## src/rtl/fc_obuf.sv

```systemverilog
// fc_obuf -- output buffer of a fully-connected layer tile.
//
// Takes one crossbar partial-sum vector per input bit plane (LSB plane first)
// and shift-accumulates them into full-precision dot products. Each result is
// requantized to DATA_SIZE bits. The results leave over NUM_CHANNELS parallel
// channels as write-enable pulses into the next layer's input-buffer FIFOs.
// Elements drain highest index first, so element k lands at downstream FIFO
// index k.
//
// Optional feature macro: FC_OBUF_SAT_EN
//   defined   : a requantized value above 2^DATA_SIZE-1 saturates to all ones
//   undefined : plain truncation to the low DATA_SIZE bits
//
// Ports
//   clk      in   rising-edge clock
//   rst_n    in   asynchronous active-low reset
//   i_start  in   begin a pass (honoured in IDLE only)
//   i_valid  in   i_psum holds one bit plane (used in ACCUM only)
//   i_psum   in   [NUM_CHANNELS][FIFO_LENGTH] unsigned partial sums
//   i_stall  in   downstream cannot take a word this cycle
//   o_we     out  downstream FIFO write enable (registered)
//   o_data   out  [NUM_CHANNELS] one element per channel (registered, held)
//   o_busy   out  state is not IDLE
//   o_done   out  one-cycle pulse, pass complete (registered)
//   o_state  out  FSM state for debug: 0 IDLE, 1 ACCUM, 2 DRAIN, 3 DONE
//
// Handshake: there is no back-pressure on the input side. A plane is consumed
// on every rising edge where the FSM is in ACCUM and i_valid is high. On the
// output side a word is emitted on every rising edge where the FSM is in DRAIN
// and i_stall is low. The word is visible with o_we=1 in the following cycle.
module fc_obuf #(
  parameter int DATA_SIZE    = 8,
  parameter int XBAR_SIZE    = 128,
  parameter int NUM_CHANNELS = 2,
  parameter int FIFO_LENGTH  = 4,
  parameter int PSUM_WIDTH   = DATA_SIZE + $clog2(XBAR_SIZE),
  parameter int ACC_WIDTH    = 2 * DATA_SIZE + $clog2(XBAR_SIZE),
  parameter int OUT_SHIFT    = DATA_SIZE + $clog2(XBAR_SIZE)
) (
  input  logic                                                  clk,
  input  logic                                                  rst_n,
  input  logic                                                  i_start,
  input  logic                                                  i_valid,
  input  logic [NUM_CHANNELS-1:0][FIFO_LENGTH-1:0][PSUM_WIDTH-1:0] i_psum,
  input  logic                                                  i_stall,
  output logic                                                  o_we,
  output logic [NUM_CHANNELS-1:0][DATA_SIZE-1:0]                o_data,
  output logic                                                  o_busy,
  output logic                                                  o_done,
  output logic [1:0]                                            o_state
);

  localparam int BIT_W  = (DATA_SIZE > 1) ? $clog2(DATA_SIZE) : 1;
  localparam int ELEM_W = (FIFO_LENGTH > 1) ? $clog2(FIFO_LENGTH) : 1;

  typedef enum logic [1:0] {
    IDLE  = 2'd0,
    ACCUM = 2'd1,
    DRAIN = 2'd2,
    DONE  = 2'd3
  } state_t;

  state_t state, state_n;

  logic [BIT_W-1:0]  bit_cnt;
  logic [ELEM_W-1:0] elem_cnt;
  logic [NUM_CHANNELS-1:0][FIFO_LENGTH-1:0][ACC_WIDTH-1:0] acc;

  logic clr;
  logic acc_en;
  logic last_plane;
  logic emit;
  logic last_elem;

  // Requantize one accumulator to DATA_SIZE bits.
  function automatic logic [DATA_SIZE-1:0] quant(input logic [ACC_WIDTH-1:0] a);
    logic [DATA_SIZE-1:0] q_low;
    q_low = DATA_SIZE'(a >> OUT_SHIFT);
`ifdef FC_OBUF_SAT_EN
    // Any bit set above the DATA_SIZE window after the shift means overflow.
    if ((a >> (OUT_SHIFT + DATA_SIZE)) != '0) begin
      q_low = '1;
    end
`endif
    return q_low;
  endfunction

  // State register
  always_ff @(posedge clk or negedge rst_n) begin
    if (!rst_n) begin
      state <= IDLE;
    end else begin
      state <= state_n;
    end
  end

  // Next-state and control decode
  always_comb begin
    state_n    = state;
    clr        = 1'b0;
    acc_en     = 1'b0;
    last_plane = (bit_cnt == BIT_W'(DATA_SIZE - 1));
    emit       = 1'b0;
    last_elem  = (elem_cnt == '0);
    case (state)
      IDLE: begin
        if (i_start) begin
          clr     = 1'b1;
          state_n = ACCUM;
        end
      end
      ACCUM: begin
        if (i_valid) begin
          acc_en = 1'b1;
          if (last_plane) state_n = DRAIN;
        end
      end
      DRAIN: begin
        if (!i_stall) begin
          emit = 1'b1;
          if (last_elem) state_n = DONE;
        end
      end
      DONE: begin
        // The state stays in DONE until o_done has been shown for one cycle.
        // This keeps o_busy high while o_done is high.
        if (o_done) state_n = IDLE;
      end
      default: state_n = IDLE;
    endcase
  end

  // Datapath and registered outputs
  always_ff @(posedge clk or negedge rst_n) begin
    if (!rst_n) begin
      bit_cnt  <= '0;
      elem_cnt <= '0;
      acc      <= '0;
      o_we     <= 1'b0;
      o_data   <= '0;
      o_done   <= 1'b0;
    end else begin
      o_we   <= emit;
      o_done <= (state == DONE) && !o_done;

      if (clr) begin
        acc     <= '0;
        bit_cnt <= '0;
      end

      if (acc_en) begin
        for (int c = 0; c < NUM_CHANNELS; c++) begin
          for (int e = 0; e < FIFO_LENGTH; e++) begin
            acc[c][e] <= acc[c][e] + (ACC_WIDTH'(i_psum[c][e]) << bit_cnt);
          end
        end
        if (last_plane) begin
          bit_cnt  <= '0;
          elem_cnt <= ELEM_W'(FIFO_LENGTH - 1);
        end else begin
          bit_cnt <= bit_cnt + 1'b1;
        end
      end

      if (emit) begin
        for (int c = 0; c < NUM_CHANNELS; c++) begin
          o_data[c] <= quant(acc[c][elem_cnt]);
        end
        if (!last_elem) elem_cnt <= elem_cnt - 1'b1;
      end
    end
  end

  assign o_busy  = (state != IDLE);
  assign o_state = state;

endmodule

```

## config.mk

```make
export PLATFORM = sky130hd
export DESIGN_NAME = fc_obuf
export DESIGN_NICKNAME = d
export VERILOG_FILES = /design/src/rtl/fc_obuf.sv
export SDC_FILE = /design/constraint.sdc
export NUM_CORES = 1
export LEC_CHECK = 0
export ABC_CLOCK_PERIOD_IN_PS = 4100
export CAP_MARGIN = 30
export CORE_MARGIN = 1.5
export CORE_UTILIZATION = 52
export CTS_CLUSTER_DIAMETER = 120
export CTS_CLUSTER_SIZE = 8
export DETAILED_ROUTE_END_ITERATION = 8
export PLACE_DENSITY = 0.86
export SYNTH_ARGS = -nofsm -noshare
export SYNTH_HDL_FRONTEND = slang
export SYNTH_SLANG_ARGS = --single-unit
```

## constraint.sdc

```tcl
create_clock -name clk -period 4.1 [get_ports clk]
set_input_delay 0.615 -clock clk [delete_from_list [all_inputs] [get_ports clk]]
set_output_delay 0.615 -clock clk [all_outputs]
set_load 0.005 [all_outputs]
```

# [Word-level counts from Yosys, hierarchy flattened]
# Cells that the tools add are included.
[word_totals] register_bits=209 inputBits=125 out_inout_bits=21 wordCells=77
[classes] addsub=10 magnitude_cmp=1 n_eq_ne=10 n_shift=8 n_mux=26 reduce_logical=7
[op_table] operator="2-to-1 mux 184 bit" n=2
[op_table] operator="adder 23 bit" n=8
[op_table] operator="<< shifter 15 x 3 -> 23 bit" n=8
[op_table] operator="binary-select mux 23 bit (select 2 bit)" n=2
[op_table] operator="2-to-1 mux 23 bit" n=2
[op_table] operator="2-to-1 mux 2 bit" n=10
[op_table] operator="!= test 2 bit (second input constant)" n=6
[op_table] operator="2-to-1 mux 3 bit" n=3
[op_table] operator="case mux 2 bit (4 select lines)" n=1
[op_table] operator="2-to-1 mux 1 bit" n=6
[op_table] operator="AND reduction 6 bit" n=1
[op_table] operator="equality test 2 bit (second input constant)" n=2
[op_table] operator="zero test 2 bit" n=2
[op_table] operator="nonzero test 2 bit" n=2
[op_table] operator="adder 3 x 1 -> 3 bit (second input constant)" n=1
[op_table] operator="equality test 3 bit (second input constant)" n=1
[op_table] operator="< comparator 2 x 3 -> 1 bit (second input constant)" n=1
[op_table] operator="equality test 2 x 1 -> 1 bit (second input constant)" n=1
[op_table] operator="subtractor 2 x 1 -> 2 bit (second input constant)" n=1
[op_table] operator="logical AND 1 bit" n=1
[op_table] operator="zero test 1 bit" n=1

# [Logic depth before layout (Yosys ltp)]
[logic_depth] ltp_word=5 mapped_depth=16 ltp_nobuf=13

# [Least setup slack after synthesis]
# Ideal clock, no wire load.
[synth_timing] kind="reg2reg" from="register bit_cnt[1]" to="register acc[45] (netlist name)" setup_ps=132 arrival_time_ps=3784 slack_ps=184 path_stages_with_launch=17 path_buffers=4 period_less_slack_ps=3916 path_cell_list="dfrtp_1 -> clkbuf_1 -> clkbuf_1 -> or2_2 -> clkbuf_1 -> nor2_1 -> and2_1 -> ha_1 -> fa_1 -> a21o_1 -> a21o_1 -> and3_1 -> or2_1 -> buf_6 -> a211oi_4 -> a2111oi_1 -> or3b_1"
[synth_via] elab_chain_len=3
[synth_rtl] item="start: declaration" line_no="65" text="logic [BIT_W-1:0] bit_cnt;"
[synth_rtl] item="start signal: assignment" line_no="161" text="bit_cnt <= bit_cnt + 1'b1;"
[synth_rtl] item="<< shifter 15 x 3 -> 23 bit" line_no="154" text="acc[c][e] <= acc[c][e] + (ACC_WIDTH'(i_psum[c][e]) << bit_cnt);"
[synth_rtl] item="adder 23 bit" line_no="154"
[synth_rtl] item="2-to-1 mux 184 bit" line_no="151" text="if (acc_en) begin"
[synth_rtl] item="end signal: indexed assignment" line_no="154"
[synth_rtl] item="end: declaration" line_no="67" text="logic [NUM_CHANNELS-1:0][FIFO_LENGTH-1:0][ACC_WIDTH-1:0] acc;"
# Every way passes these cells.
# A chain may end at the register's enable or synchronous reset.

# [Worst setup path after layout]
[layout_timing] from="register bit_cnt[2]" to="register acc[159] (netlist name)"
# Same word-level chain as after synthesis.

==> metrics.log <==
INFO  metric regArea = 0.00524 mm²
INFO  metric antenna_cells_inserted = 0
INFO  metric worst-endpoint-required = 4.60 ns
INFO  metric cts_buffers = 30
INFO  metric post_cts_buffers = 0
INFO  metric post_synth_and_or_nand_nor_area_fraction = 17.4%
INFO  metric via_count = 21.0k
INFO  metric final_cell_mix = 347 x nand2_1, 288 x o21ai_0, 209 x nor2_1, 206 x dfrtp_1, 185 x a21oi_1
INFO  metric first_pass_grt_wire_length = 105000 µm
INFO  metric synth.yosys.seq_area_share = 25.0%
INFO  metric seq_power_share = 15.4%
INFO  metric cpMaxStageDelayCell = nand2_1
INFO  metric initial_core_util = 52.6%
INFO  metric clock_insertion_delay_worst_skew = 0.58 ns
INFO  metric synth_enable_flop_cells = 0
INFO  metric placement_rows = 73
INFO  metric synth_warnings = 0
INFO  metric setup_viol = 0
INFO  metric total_power = 22.6 mW
INFO  metric power_frac_comb = 74.4%
INFO  metric flow.area_growth_from_synthesis = 13.7%
INFO  metric clock_root_cell = clkbuf_16
INFO  metric adder_cell_share_of_the_synthesized_area = 11.7%
INFO  metric grt.overflow.total = 0
INFO  metric period_share = 94.8%
INFO  metric slew_at_the_pin_closest_to_its_max_slew_limit = 1.03 ns
INFO  metric cts_buffer_depth = 3
INFO  metric power.static_leakage = 10.5 nW
INFO  metric cpLargestDelayFamily = simple AND/OR/NAND/NOR gates
INFO  metric crit_fanout = 18
INFO  metric netlist-cell-type-count = 71
INFO  metric postRouteAntennaNets = 0
INFO  metric dieWidth = 204 µm
INFO  metric max_cap_violation_count = 0
INFO  metric setup.worst_path.class = flip-flop to flip-flop
INFO  metric worst_setup_path_end_kind = flip-flop
INFO  metric num-nets-final = 2991
INFO  metric stdcell_count = 3203
INFO  metric top_cells_by_area_synth = dfrtp_1 25%, ha_1 11%, o21ai_0 6.9%
INFO  metric fin_ws = 0.212 ns
INFO  metric fin_worst_skew = 0.0144 ns
INFO  metric p_sw_share = 51.5%
INFO  metric crit_top_cell = nand4_1
INFO  metric cts_num_sinks = 209
INFO  metric netSwitchingPower = 11.6 mW
INFO  metric die_outline_area = 0.0414 mm²
INFO  metric clk_pin_slew_worst_paths = 0.06 ns
INFO  metric drt_iter0_drc = 2008
INFO  metric yosys.area_share.xor_xnor = 5.28%
INFO  metric gpl.final_weighted_congestion = 0.969
INFO  metric layout_commonest_cell = nand2_1
INFO  metric floorplan.io_pins = 146
INFO  metric synthesis.nets = 2917
INFO  metric synth-main-ff-cell = dfrtp_1
INFO  metric drv_slew = 0
INFO  metric avgViaCountPerCell = 6.55
INFO  metric power.clock.fraction = 10.1%
INFO  metric startpoint_type = flip-flop
INFO  metric core = 0.0397 mm²
INFO  metric cts.htree.levels = 1
INFO  metric hpwl = 47600 µm
INFO  metric worst-r2r-setup-slack = 0.21 ns
INFO  metric routedWlPerCell = 20.4 µm
INFO  metric post-synth-top-area-fraction = 25.0%
INFO  metric io_buffers = 145
INFO  metric synthDominantAreaCellType = dfrtp_1
INFO  metric fin_hold_ws = 0.124 ns
INFO  metric drcViolationCount = 0
INFO  metric ff_latch_count_synth = 209
INFO  metric die_height = 204 µm
INFO  metric setup-tns-final = 0 ns
INFO  metric worst_r2r_startpoint = bit_cnt[2]
INFO  metric via_count_of_the_first_global_routing_pass = 20.2k
INFO  metric timing.fmax = 257 MHz
INFO  metric maxSlewHeadroom = 31.1%
INFO  metric antenna_violations_before_repair = 0
INFO  metric finalWorstPathRequiredPeriod = 3.89 ns
INFO  metric combined_area_of_the_multi_input_logic_cells = 0.0149 mm²
INFO  metric netlist_area = 0.0209 mm²
INFO  metric layout.filler_cells = 3407
INFO  metric asyncSetResetFlopFracSynth = 100%
INFO  metric grt.total_usage = 31.1%
INFO  metric path_buf_inv = 2
INFO  metric finalHoldViolations = 0
INFO  metric clock_tree_from_tritoncts = done
INFO  metric fin_util = 59.8%
INFO  metric holdCritPathClass = input pin to async pin
INFO  metric status = completed
INFO  metric synth_top_family_by_area = compound AO/OA/AOI/OAI gates
INFO  metric numPlacedInstances = 3168
INFO  metric dp_slack = 0.151 ns
INFO  metric slowest_delay = 0.71 ns
INFO  metric crit_arrival = 4.38 ns
INFO  metric vdd.ir_drop.worst = 0.000645 V
INFO  metric pwr_density_cell = 951 mW/mm²
INFO  metric cell_area_after_placement = 0.0230 mm²
INFO  metric synthesis.instances = 2601
INFO  metric drive_gt1_share = 7.43%
INFO  metric grt_setup_unrepaired = false
INFO  metric syn_area_per_cell = 8.04 µm²
INFO  metric power.internal = 11.0 mW
INFO  metric critPathLaunch = bit_cnt[2]
INFO  metric finalWirelength = 65400 µm
INFO  metric maximum_number_of_pins_on_one_net_before_global_route_repair = 97
INFO  metric critical_path.cell_chain = buf_4, clkinv_2, nand2_1, o22ai_1, ha_1, nand4_1, nor2_1, nand4_1, o31ai_1, a21oi_1, xor2_1, o21ai_0
INFO  metric synth.area.mux_share = 10.3%
INFO  metric drt_first_pass_iters = 5
INFO  metric layout.cell_area.non_filler = 0.0238 mm²
INFO  metric synth_compound_area_share = 26.6%
[cell type report]
type | count | area share [%]
Multi-Input combinational cell | 2189 | 62.8
Inverter | 52 | 0.826
Sequential cell | 209 | 22.0
Clock inverter | 1 | 0.0368
Timing Repair Buffer | 193 | 8.21
Clock buffer | 34 | 3.31
Tap cell | 525 | 2.76
[worst paths after layout]
path,end,depth (start not counted)
setup / recovery,acc[159],12
hold / removal,acc[138],1
setup reg to reg,acc[159],12
hold reg to reg,o_done,1
max in group asynchronous,acc[49],2
min in group clk,o_done,1
[timing repair]
action / 4_1_cts / 5_1_grt
hold buffers: 0 / 0
gates resized for setup: 0 / 2
setup endpoints to repair: 0 / 6
[cell families after synthesis]
group                    count (synthesis)
buffers and inverters                  203
XOR/XNOR                               126
AND/OR/NAND/NOR                        813
multiplexers                           176
flip-flops                             209
adder cells (fa/ha/maj)                191
AO/OA/AOI/OAI                          883
[state kept, by name (all words and copies together), names as in the netlist]
| register | count |
|---|---|
| o_we | 1 |
| o_data | 16 |
| elem_cnt | 2 |
| bit_cnt | 3 |
| o_state | 2 |
| acc | 184 |
| o_done | 1 |
[per-layer routing]
metal	share of wire [%]	routed length [µm]	vias up	track usage, %
li1	-	-	9747	-
met1	43	27900	9975	41.9
met2	44	28500	1040	48.5
met3	9.2	6020	209	6.31
met4	4.6	3000	0	13.4
met5	0	0	-	0
[synth_stat cells (9+ instances only)]
cell,number
clkbuf_1,118
mux2i_1,79
o22ai_1,12
o31ai_1,38
o211ai_1,52
o32ai_1,9
o21ai_0,288
nand4_1,23
a31oi_1,31
and2_1,27
a22oi_1,12
nand2b_1,10
xor2_1,51
nor2b_1,15
inv_1,51
buf_1,27
a21o_1,77
a211oi_1,21
and3_1,36
xnor2_1,75
ha_1,183
dfrtp_1,209
a21oi_1,186
nor2_1,209
or3_1,11
o21bai_1,35
mux4_2,24
nand3_1,49
a22o_1,30
mux2_2,73
nor3_1,41
nand2_1,348
o21a_1,17
[power groups by stage]
stage          logic (mW)  clock network, mW  registers, mW
2_1_floorplan        12.5                  0           3.24
3_3_place_gp         15.8                  0           3.46
3_5_place_dp         16.3                  0           3.51
4_1_cts              16.4               2.32           3.48
5_1_grt              18.4               2.40           3.58
6_report             16.8               2.29           3.49
[worst reg2reg max path, delay by kind of cell, from the launching register on]
family	cells	cell delay, ns
AOI/OAI and AO/OA	4	0.91
xor gates and xnor gates	1	0.15
adders and majority gates	1	0.48
buffers and inverters	2	0.58
DFF	1	0.43
and+or+nand+nor	4	1.27
Power figures use the tool's default switching activity.
